$ cat src/rtl/dram_cmd_scheduler_if.sv
//------------------------------------------------------------------------------
// dram_cmd_scheduler_if : request, refresh and DRAM command bundle
// Revision : 1.0
//------------------------------------------------------------------------------
`default_nettype none

interface dram_cmd_scheduler_if #(
  parameter int NUM_OF_BANKS = 8,
  parameter int NUM_OF_ROWS  = 128,
  parameter int NUM_OF_COLS  = 8
);
  localparam int BW = $clog2(NUM_OF_BANKS);
  localparam int RW = $clog2(NUM_OF_ROWS);
  localparam int CW = $clog2(NUM_OF_COLS);

  logic                    req_val;
  logic                    req_ready;
  logic                    req_rw;
  logic [BW-1:0]           req_bank;
  logic [RW-1:0]           req_row;
  logic [CW-1:0]           req_col;
  logic                    refresh_flag;
  logic                    refresh_ack;
  logic                    cmd_req;
  logic                    cmd_ack;
  logic [2:0]              cmd;
  logic [BW-1:0]           cmd_bank;
  logic [RW-1:0]           cmd_row;
  logic [CW-1:0]           cmd_col;
  logic                    done;
  logic [NUM_OF_BANKS-1:0] open_bank_mask;

  modport master (
    output req_val, req_rw, req_bank, req_row, req_col, refresh_flag, cmd_ack,
    input  req_ready, refresh_ack, cmd_req, cmd, cmd_bank, cmd_row, cmd_col,
           done, open_bank_mask
  );

  modport slave (
    input  req_val, req_rw, req_bank, req_row, req_col, refresh_flag, cmd_ack,
    output req_ready, refresh_ack, cmd_req, cmd, cmd_bank, cmd_row, cmd_col,
           done, open_bank_mask
  );
endinterface

`default_nettype wire

$ cat src/rtl/dram_cmd_scheduler.sv
//------------------------------------------------------------------------------
// dram_cmd_scheduler : open-page DRAM command sequencer with refresh handling
// Revision : 1.0
//------------------------------------------------------------------------------
`default_nettype none

module dram_cmd_scheduler #(
  parameter int NUM_OF_BANKS = 8,
  parameter int NUM_OF_ROWS  = 128,
  parameter int NUM_OF_COLS  = 8
) (
  input  logic                clk,
  input  logic                rst_b,
  dram_cmd_scheduler_if.slave bus
);
  localparam int BW = $clog2(NUM_OF_BANKS);
  localparam int RW = $clog2(NUM_OF_ROWS);
  localparam int CW = $clog2(NUM_OF_COLS);

  localparam logic [2:0] C_CMD_NOP = 3'b000;
  localparam logic [2:0] C_CMD_ACT = 3'b001;
  localparam logic [2:0] C_CMD_RD  = 3'b010;
  localparam logic [2:0] C_CMD_WR  = 3'b011;
  localparam logic [2:0] C_CMD_PRE = 3'b100;
  localparam logic [2:0] C_CMD_REF = 3'b101;

  typedef enum logic [2:0] {
    S_IDLE, S_DECODE, S_PRE, S_ACT, S_ACCESS, S_DONE, S_REF_PRE, S_REF
  } state_t;

  state_t                  state_q, state_d;
  logic                    rw_q, rw_d;
  logic [BW-1:0]           bank_q, bank_d;
  logic [RW-1:0]           row_q, row_d;
  logic [CW-1:0]           col_q, col_d;
  logic [NUM_OF_BANKS-1:0] mask_q, mask_d;
  logic [RW-1:0]           open_row_q [NUM_OF_BANKS];
  logic [RW-1:0]           open_row_d [NUM_OF_BANKS];
  logic                    pending_q, pending_d;
  logic                    refresh_ack_q, refresh_ack_d;
  logic                    done_q, done_d;
  logic                    cmd_req_q, cmd_req_d;
  logic [2:0]              cmd_q, cmd_d;
  logic [BW-1:0]           cmd_bank_q, cmd_bank_d;
  logic [RW-1:0]           cmd_row_q, cmd_row_d;
  logic [CW-1:0]           cmd_col_q, cmd_col_d;
  logic [BW-1:0]           w_low_bank;
  logic                    w_fire;
  logic                    w_ref_due;

  assign w_fire    = cmd_req_q & bus.cmd_ack;
  // A refresh pulse arriving this cycle already blocks acceptance.
  assign w_ref_due = pending_q | bus.refresh_flag;

  always_comb begin
    state_d       = state_q;
    rw_d          = rw_q;
    bank_d        = bank_q;
    row_d         = row_q;
    col_d         = col_q;
    mask_d        = mask_q;
    open_row_d    = open_row_q;
    pending_d     = w_ref_due;
    refresh_ack_d = 1'b0;

    case (state_q)
      S_IDLE: begin
        if (w_ref_due) begin
          state_d = (mask_q == '0) ? S_REF : S_REF_PRE;
        end else if (bus.req_val) begin
          rw_d    = bus.req_rw;
          bank_d  = bus.req_bank;
          row_d   = bus.req_row;
          col_d   = bus.req_col;
          state_d = S_DECODE;
        end
      end
      S_DECODE: begin
        if (!mask_q[bank_q])                 state_d = S_ACT;
        else if (open_row_q[bank_q] == row_q) state_d = S_ACCESS;
        else                                  state_d = S_PRE;
      end
      S_PRE: begin
        if (w_fire) begin
          mask_d[bank_q] = 1'b0;
          state_d        = S_ACT;
        end
      end
      S_ACT: begin
        if (w_fire) begin
          mask_d[bank_q]     = 1'b1;
          open_row_d[bank_q] = row_q;
          state_d            = S_ACCESS;
        end
      end
      S_ACCESS: begin
        if (w_fire) state_d = S_DONE;
      end
      S_DONE: begin
        state_d = S_IDLE;
      end
      S_REF_PRE: begin
        if (w_fire) begin
          mask_d[cmd_bank_q] = 1'b0;
          if (mask_d == '0) state_d = S_REF;
        end
      end
      S_REF: begin
        if (w_fire) begin
          mask_d        = '0;
          refresh_ack_d = 1'b1;
          pending_d     = bus.refresh_flag;
          state_d       = S_IDLE;
        end
      end
      default: state_d = S_IDLE;
    endcase

    w_low_bank = '0;
    for (int i = NUM_OF_BANKS - 1; i >= 0; i--) begin
      if (mask_d[i]) w_low_bank = BW'(i);
    end

    // Command outputs are a registered image of the state being entered.
    done_d     = (state_d == S_DONE);
    cmd_req_d  = 1'b0;
    cmd_d      = C_CMD_NOP;
    cmd_bank_d = '0;
    cmd_row_d  = '0;
    cmd_col_d  = '0;
    case (state_d)
      S_PRE: begin
        cmd_req_d  = 1'b1;
        cmd_d      = C_CMD_PRE;
        cmd_bank_d = bank_d;
      end
      S_ACT: begin
        cmd_req_d  = 1'b1;
        cmd_d      = C_CMD_ACT;
        cmd_bank_d = bank_d;
        cmd_row_d  = row_d;
      end
      S_ACCESS: begin
        cmd_req_d  = 1'b1;
        cmd_d      = rw_d ? C_CMD_WR : C_CMD_RD;
        cmd_bank_d = bank_d;
        cmd_row_d  = row_d;
        cmd_col_d  = col_d;
      end
      S_REF_PRE: begin
        cmd_req_d  = 1'b1;
        cmd_d      = C_CMD_PRE;
        cmd_bank_d = w_low_bank;
      end
      S_REF: begin
        cmd_req_d  = 1'b1;
        cmd_d      = C_CMD_REF;
      end
      default: ;
    endcase
  end

  always_ff @(posedge clk or posedge rst_b) begin
    if (rst_b) begin
      state_q       <= S_IDLE;
      rw_q          <= 1'b0;
      bank_q        <= '0;
      row_q         <= '0;
      col_q         <= '0;
      mask_q        <= '0;
      open_row_q    <= '{default: '0};
      pending_q     <= 1'b0;
      refresh_ack_q <= 1'b0;
      done_q        <= 1'b0;
      cmd_req_q     <= 1'b0;
      cmd_q         <= C_CMD_NOP;
      cmd_bank_q    <= '0;
      cmd_row_q     <= '0;
      cmd_col_q     <= '0;
    end else begin
      state_q       <= state_d;
      rw_q          <= rw_d;
      bank_q        <= bank_d;
      row_q         <= row_d;
      col_q         <= col_d;
      mask_q        <= mask_d;
      open_row_q    <= open_row_d;
      pending_q     <= pending_d;
      refresh_ack_q <= refresh_ack_d;
      done_q        <= done_d;
      cmd_req_q     <= cmd_req_d;
      cmd_q         <= cmd_d;
      cmd_bank_q    <= cmd_bank_d;
      cmd_row_q     <= cmd_row_d;
      cmd_col_q     <= cmd_col_d;
    end
  end

  assign bus.req_ready      = (state_q == S_IDLE) && !w_ref_due;
  assign bus.refresh_ack    = refresh_ack_q;
  assign bus.cmd_req        = cmd_req_q;
  assign bus.cmd            = cmd_q;
  assign bus.cmd_bank       = cmd_bank_q;
  assign bus.cmd_row        = cmd_row_q;
  assign bus.cmd_col        = cmd_col_q;
  assign bus.done           = done_q;
  assign bus.open_bank_mask = mask_q;

endmodule

`default_nettype wire

$ cat src/flat_wrapper.sv
// flat-port wrapper written by rule: the top's interface ports become plain ports
module dram_cmd_scheduler_flat 
#(
  parameter int NUM_OF_BANKS = 8,
  parameter int NUM_OF_ROWS  = 128,
  parameter int NUM_OF_COLS  = 8
)
  (clk, rst_b, bus_req_val, bus_req_rw, bus_req_bank, bus_req_row, bus_req_col, bus_refresh_flag, bus_cmd_ack, bus_req_ready, bus_refresh_ack, bus_cmd_req, bus_cmd, bus_cmd_bank, bus_cmd_row, bus_cmd_col, bus_done, bus_open_bank_mask);
  dram_cmd_scheduler_if #(.NUM_OF_BANKS(NUM_OF_BANKS), .NUM_OF_ROWS(NUM_OF_ROWS), .NUM_OF_COLS(NUM_OF_COLS)) bus_i ();
  input  logic clk;
  input  logic rst_b;
  input wire logic [$bits(bus_i.req_val)-1:0] bus_req_val;
  input wire logic [$bits(bus_i.req_rw)-1:0] bus_req_rw;
  input wire logic [$bits(bus_i.req_bank)-1:0] bus_req_bank;
  input wire logic [$bits(bus_i.req_row)-1:0] bus_req_row;
  input wire logic [$bits(bus_i.req_col)-1:0] bus_req_col;
  input wire logic [$bits(bus_i.refresh_flag)-1:0] bus_refresh_flag;
  input wire logic [$bits(bus_i.cmd_ack)-1:0] bus_cmd_ack;
  output wire logic [$bits(bus_i.req_ready)-1:0] bus_req_ready;
  output wire logic [$bits(bus_i.refresh_ack)-1:0] bus_refresh_ack;
  output wire logic [$bits(bus_i.cmd_req)-1:0] bus_cmd_req;
  output wire logic [$bits(bus_i.cmd)-1:0] bus_cmd;
  output wire logic [$bits(bus_i.cmd_bank)-1:0] bus_cmd_bank;
  output wire logic [$bits(bus_i.cmd_row)-1:0] bus_cmd_row;
  output wire logic [$bits(bus_i.cmd_col)-1:0] bus_cmd_col;
  output wire logic [$bits(bus_i.done)-1:0] bus_done;
  output wire logic [$bits(bus_i.open_bank_mask)-1:0] bus_open_bank_mask;
  assign bus_i.req_val = bus_req_val;
  assign bus_i.req_rw = bus_req_rw;
  assign bus_i.req_bank = bus_req_bank;
  assign bus_i.req_row = bus_req_row;
  assign bus_i.req_col = bus_req_col;
  assign bus_i.refresh_flag = bus_refresh_flag;
  assign bus_i.cmd_ack = bus_cmd_ack;
  assign bus_req_ready = bus_i.req_ready;
  assign bus_refresh_ack = bus_i.refresh_ack;
  assign bus_cmd_req = bus_i.cmd_req;
  assign bus_cmd = bus_i.cmd;
  assign bus_cmd_bank = bus_i.cmd_bank;
  assign bus_cmd_row = bus_i.cmd_row;
  assign bus_cmd_col = bus_i.cmd_col;
  assign bus_done = bus_i.done;
  assign bus_open_bank_mask = bus_i.open_bank_mask;
  dram_cmd_scheduler #(.NUM_OF_BANKS(NUM_OF_BANKS), .NUM_OF_ROWS(NUM_OF_ROWS), .NUM_OF_COLS(NUM_OF_COLS)) u_core (.clk(clk), .rst_b(rst_b), .bus(bus_i));
endmodule
$ cat config.mk
export PLATFORM = sky130hd
export DESIGN_NAME = dram_cmd_scheduler_flat
export DESIGN_NICKNAME = d
export VERILOG_FILES = /design/src/rtl/dram_cmd_scheduler_if.sv /design/src/rtl/dram_cmd_scheduler.sv /design/src/flat_wrapper.sv
export SDC_FILE = /design/constraint.sdc
export NUM_CORES = 1
export LEC_CHECK = 0
export ABC_AREA = 1
export CAP_MARGIN = 10
export CELL_PAD_IN_SITES_DETAIL_PLACEMENT = 0
export CELL_PAD_IN_SITES_GLOBAL_PLACEMENT = 1
export CORE_ASPECT_RATIO = 0.5
export CORE_UTILIZATION = 38
export DETAILED_ROUTE_END_ITERATION = 8
export GPL_ROUTABILITY_DRIVEN = 1
export PLACE_DENSITY = 0.84
export SYNTH_ARGS = -nofsm -noshare
export SYNTH_HDL_FRONTEND = slang
export SYNTH_SLANG_ARGS = --single-unit
$ cat constraint.sdc
create_clock -name clk -period 3.65 [get_ports clk]
set_clock_uncertainty 0.15 [all_clocks]
set_input_delay 1.095 -clock clk [delete_from_list [all_inputs] [get_ports clk]]
set_output_delay 1.095 -clock clk [all_outputs]
set_load 0.05 [all_outputs]
==> flow_summary_export.csv, run 1 <==
group,metric,value,unit
setup_path,required,2.40,ns
sta,max_slew_margin,58.7,%
cells_and_area,nNetsFinal,758,
global_routing,grt_use_total,19.5,%
synth,synthSimpleGateAreaFrac,27.9,%
sta,final_hold_viol_count,0,
place,place_area,5810,sq um
die,start_util,39.8,%
clock_network,ctsHoldBuffers,0,
routing,vias,4438,
setup_path,path_max_fanout,3,
sta,tightest_slew,0.619,ns
synth,synthTopCellsByArea,"dfrtp_1 (49%), nand2_1 (16%), inv_1 (8.0%)",
synth,synth_top_cell_area_share,49.2,%
synth,yosys_warnings,0,
synth,yosysSeqAreaShare,49.2,%
setup_path,arrival,2.20,ns
sta,finalCritPeriodShare,94.3,%
cells_and_area,synthToLayoutAreaGrowth,19.4,%
synth,synthMuxAreaShare,0,%
sta,slew_viol_final,0,
cells_and_area,drive_gt1_share,7.53,%
place,port_buffers,46,
routing,via_per_inst,4.86,
clock_network,root_buffer,"clkbuf_16",
clock_network,cts_buffer_depth,2,
clock_network,insertion_delay,0.35,ns
clock_network,path_clk_slew,0.07,ns
synth,syn-num-nets,712,
cells_and_area,final_cells,914,
die,die_x,166,um
global_routing,grt-ovfl-total,0,
global_routing,grt_pass1_wl,21400,um
run,drv_cap,0,
sta,fmax,0.290,GHz
synth,netlist_instances,693,
clock_network,cts_resized,0,
routing,first_pass_iters,5,
clock_network,cts_sinks,101,
synth,synth_xor_area_share,0,%
synth,synth_cell_types,32,
power,pwr_density_cell,890,nW/um^2
die,ioPinCount,47,
global_routing,grt_pass1_vias,4187,
routing,wl,12800,um
setup_path,start_kind,"primary input",
sta,setup_violations,0,
die,die_area,14000,sq um
setup_path,critical_path_class,"in -> out",
cells_and_area,diodes,0,
sta,rsz0062_at_grt,"no",
power,p_leak,3.04,nW
routing,antenna_left,0,
clock_network,cts_setup_buffers,0,
routing,wl_per_cell,14.0,um
global_routing,grt_max_degree,41,
die,die_h,84.2,um
routing,drc_errors,0,
synth,synthAdderAreaFrac,0,%
place,place_congestion,0.906,
power,p_total,5.46,mW
power,ir_drop,0.504,mV
cells_and_area,stdcell_area,6130,sq um
die,core_region_area,12900,sq um
global_routing,antenna_found_initial,0,
synth,synth_area,5140,sq um
synth,synth_top_family_by_area,"simple AND/OR/NAND/NOR gates",
status,status,"finished clean",
setup_path,end_kind,"output port",
cells_and_area,final_cell_mix,"nand2_1 (218), inv_1 (108), dfrtp_1 (101)",
synth,yosysTopAreaCell,"dfrtp_1",
synth,synth_compound_area_share,12.1,%
die,num_rows,29,
clock_network,htree_num_levels,3,
sta,post-route-min-period,3.44,ns
clock_network,tritoncts,"built",
cells_and_area,layout_commonest_cell,"nand2_1",
sta,whs,0.331,ns
place,dp_cells,898,
synth,postSynthAreaPerCell,7.42,sq um
worst_hold_path,hold_class,"reg -> reg",
place,hpwl,9320,um
synth,ys_ff_latch,101,
routing,drtIter0Drc,313,
sta,setup_tns,0,ns
clock_network,numCtsBuffers,9,
path summary, 6_finish.rpt:
path                                                   start                                 to  slack, ns  cells past startpoint
setup / recovery                            bus_refresh_flag                      bus_req_ready       0.21                      5
hold / removal             u_core.open_row_q[21]$_DFFE_PP0P_  u_core.open_row_q[21]$_DFFE_PP0P_       0.33                      2
setup reg to reg                  u_core.bank_q[1]$_DFF_PP0_        u_core.bus.cmd[0]$_DFF_PP0_       0.76                     11
hold reg to reg            u_core.open_row_q[21]$_DFFE_PP0P_  u_core.open_row_q[21]$_DFFE_PP0P_       0.33                      2
max in group asynchronous                              rst_b  u_core.open_row_q[16]$_DFFE_PP0P_       1.78                      4
min in group asynchronous                              rst_b         u_core.pending_q$_DFF_PP0_       0.87                      2
logic make-up (layout without fill, tap and decap cells):
kind of cell / count (synthesis) / count (layout)
AND/OR/NAND/NOR: 339 / 339
flip-flops: 101 / 101
buffers and inverters: 137 / 188
AO/OA/AOI/OAI: 116 / 116
state kept, by name, indices dropped and copies added, names as in the netlist, 3 cells and up:
register / flops
u_core.bus.cmd: 3
u_core.col_q: 3
u_core.state_q: 3
u_core.bus.open_bank_mask: 8
u_core.bus.cmd_row: 7
u_core.open_row_q: 56
u_core.bank_q: 3
u_core.bus.cmd_col: 3
u_core.row_q: 7
u_core.bus.cmd_bank: 3
metal layers:
layer,share of wire (%),vias up,global-route usage (%)
met5,0,-,0
met4,1.2,0,4.97
met3,4.1,17,3.63
met1,50,2067,27.4
met2,45,93,31.2
li1,-,2261,-
critical path: stages:
cell	delay, ns
clkdlybuf4s50_1	0.42
nor2_1	0.14
inv_1	0.08
nor2_1	0.28
buf_12	0.18
report_power, final:
group          switching [mW]  internal (mW)
combinational            1.76          0.832
clock                   0.420          0.621
sequential              0.293           1.54
total                    2.47           2.99
cell usage after synthesis:
cell type,n
nand2_1,218
inv_1,109
dfrtp_1,101
o21ai_0,81
nor2_1,47
nand3_1,42
a21oi_1,14
buf_2,9
clkbuf_1,9
nor3_1,7
nor2_2,6
o21ai_1,6
inv_2,5
a21oi_2,4
buf_6,4
nand3_2,4
a31oi_1,3
nor4_1,3
nand2_2,2
nor2_4,2
nor3_2,2
o211ai_1,2
o21ai_2,2
o22ai_1,2
or2_1,2
and2_1,1
clkinv_1,1
nand3b_1,1
nand4_1,1
nand4_2,1
o21a_1,1
o221ai_1,1
through the flow:
stage	util [%]	worst slack, ns
2_1_floorplan	-	0.417
3_3_place_gp	45.0	0.246
3_5_place_dp	45.0	0.201
4_1_cts	47.5	0.213
5_1_grt	47.5	0.139
6_report	47.5	0.206
layout make-up:
type                    instances  area (sq um)
clock buffers                  11           243
clock inverters                 5          81.3
fillers                      1318          6780
inverters                     115           435
multi-input cells             455          2060
flip-flops and latches        101          2530
well taps                     170           213
repair buffers                 57           578
Note: power is estimated with default switching activity, not from simulation.
==> run 2: changes to the inputs <==
CAP_MARGIN = not set   (was 10)
==> results of run 2 <==
Final layout, timing and power as in run 1 (identical DEF).
==> run 3: changes to the inputs <==
SETUP_SLACK_MARGIN = 0.3   (was not set)
==> run 3 against run 2 <==
Against the previous run:
- sequential cell count did not move
- utilization rose by 0.12 points
- via count barely moved
- register-to-register slack barely moved
- global-route usage did not move
- final area rose by 0.24%
- fmax rose by 4.5%
- cell count did not move
- critical path depth did not move
- setup slack improved by 0.15 ns
- worst hold slack barely moved
==> flow_summary_export.csv, run 3 (same netlist as run 1, synthesis figures left out) <==
group,metric,value,unit
status,status,"finished clean",
routing,wl_per_cell,14.0,um
power,pwr_density_cell,889,nW/um^2
die,core_region_area,12900,sq um
global_routing,grt_max_degree,41,
cells_and_area,diodes,0,
clock_network,path_clk_slew,0.07,ns
power,p_leak,3.04,nW
global_routing,grt_use_total,19.5,%
sta,fmax,0.304,GHz
place,dp_cells,898,
global_routing,antenna_found_initial,0,
die,ioPinCount,47,
sta,timing.final.ws_setup,0.356,ns
run,drv_cap,0,
cells_and_area,layout_commonest_cell,"nand2_1",
clock_network,cts_setup_buffers,0,
routing,drc_errors,0,
cells_and_area,nNetsFinal,758,
clock_network,cts_sinks,101,
setup_path,required,2.40,ns
clock_network,ctsHoldBuffers,0,
sta,setup_tns,0,ns
routing,wl,12800,um
place,hpwl,9320,um
clock_network,numCtsBuffers,9,
cells_and_area,largest_reg_flops,56,
cells_and_area,synthToLayoutAreaGrowth,19.6,%
sta,finalCritPeriodShare,90.2,%
setup_path,end_kind,"output port",
power,ir_drop,0.503,mV
sta,post-route-min-period,3.29,ns
routing,first_pass_iters,5,
routing,vias,4441,
place,place_area,5810,sq um
sta,tightest_slew,0.615,ns
place,place_congestion,0.906,
global_routing,grt-ovfl-total,0,
global_routing,use_met1,27.4,%
setup_path,critical_path_class,"in -> out",
cells_and_area,drive_gt1_share,7.93,%
sta,rsz0062_at_grt,"no",
clock_network,root_buffer,"clkbuf_16",
cells_and_area,stdcell_area,6150,sq um
place,place_ws,0.201,ns
clock_network,insertion_delay,0.35,ns
place,port_buffers,46,
die,start_util,39.8,%
sta,final_hold_viol_count,0,
setup_path,path_max_fanout,3,
cells_and_area,final_cell_mix,"nand2_1 (218), inv_1 (108), dfrtp_1 (101)",
cells_and_area,utilization,47.6,%
global_routing,use_met3,3.63,%
global_routing,top_usage_layer,"met2",
routing,via_per_inst,4.86,
die,die_area,14000,sq um
global_routing,grt_pass1_wl,21400,um
setup_path,arrival,2.05,ns
clock_network,tritoncts,"built",
global_routing,grt_pass1_vias,4187,
sta,slew_viol_final,0,
clock_network,cts_buffer_depth,2,
worst_hold_path,hold_class,"reg -> reg",
clock_network,htree_num_levels,3,
setup_path,start_kind,"primary input",
sta,max_slew_margin,59.0,%
global_routing,met2_usage,31.2,%
die,num_rows,29,
cells_and_area,largest_register,"u_core.open_row_q",
sta,setup_violations,0,
routing,drtIter0Drc,315,
cells_and_area,final_cells,914,
die,die_x,166,um
die,die_h,84.2,um
power,p_total,5.46,mW
routing,antenna_left,0,
sta,whs,0.331,ns
==> run 3: cell counts in the layout (fill, tap and decap cells not counted) <==
No cell type changed its count.
==> run 3: power breakdown <==
part	switching, mW	internal, mW
registers	0.292	1.54
logic	1.76	0.835
clock network	0.421	0.621
==> run 3: worst max-delay path: stages <==
cell and delay, ns:
clkdlybuf4s50_1 0.42, nor2_1 0.14, inv_1 0.10, nor2_4 0.14, buf_12 0.15
==> run 3: path summary, 6_finish.rpt <==
path                       slack (ns)                                 to  cells past startpoint                         startpoint
max                              0.36                      bus_req_ready                      5                   bus_refresh_flag
min                              0.33  u_core.open_row_q[21]$_DFFE_PP0P_                      2  u_core.open_row_q[21]$_DFFE_PP0P_
max reg2reg                      0.77        u_core.bus.cmd[0]$_DFF_PP0_                     11         u_core.bank_q[1]$_DFF_PP0_
min reg2reg                      0.33  u_core.open_row_q[21]$_DFFE_PP0P_                      2  u_core.open_row_q[21]$_DFFE_PP0P_
max in group asynchronous        1.78  u_core.open_row_q[16]$_DFFE_PP0P_                      4                              rst_b
min in group asynchronous        0.87         u_core.pending_q$_DFF_PP0_                      2                              rst_b
==> run 3: what timing repair did <==
| item | in CTS | in global routing |
|---|---|---|
| gates cloned | 0 | 0 |
| pin swaps | 0 | 1 |
| gates resized for setup | 2 | 2 |
| setup endpoints to repair | 1 | 4 |
==> run 3: cell type report <==
class / count / area [sq um]
tap: 170 / 213
inverter: 115 / 435
timing repair buffer: 57 / 578
clock buffer: 11 / 243
sequential: 101 / 2530
clock inverter: 5 / 81.3
multi-input combinational: 455 / 2070
fill: 1314 / 6770
==> run 3: metal layers <==
metal,part of all wire [%],wire length [um]
met4,1.1,146
met3,4.7,597
met5,0,0
met1,50,6360
met2,45,5720
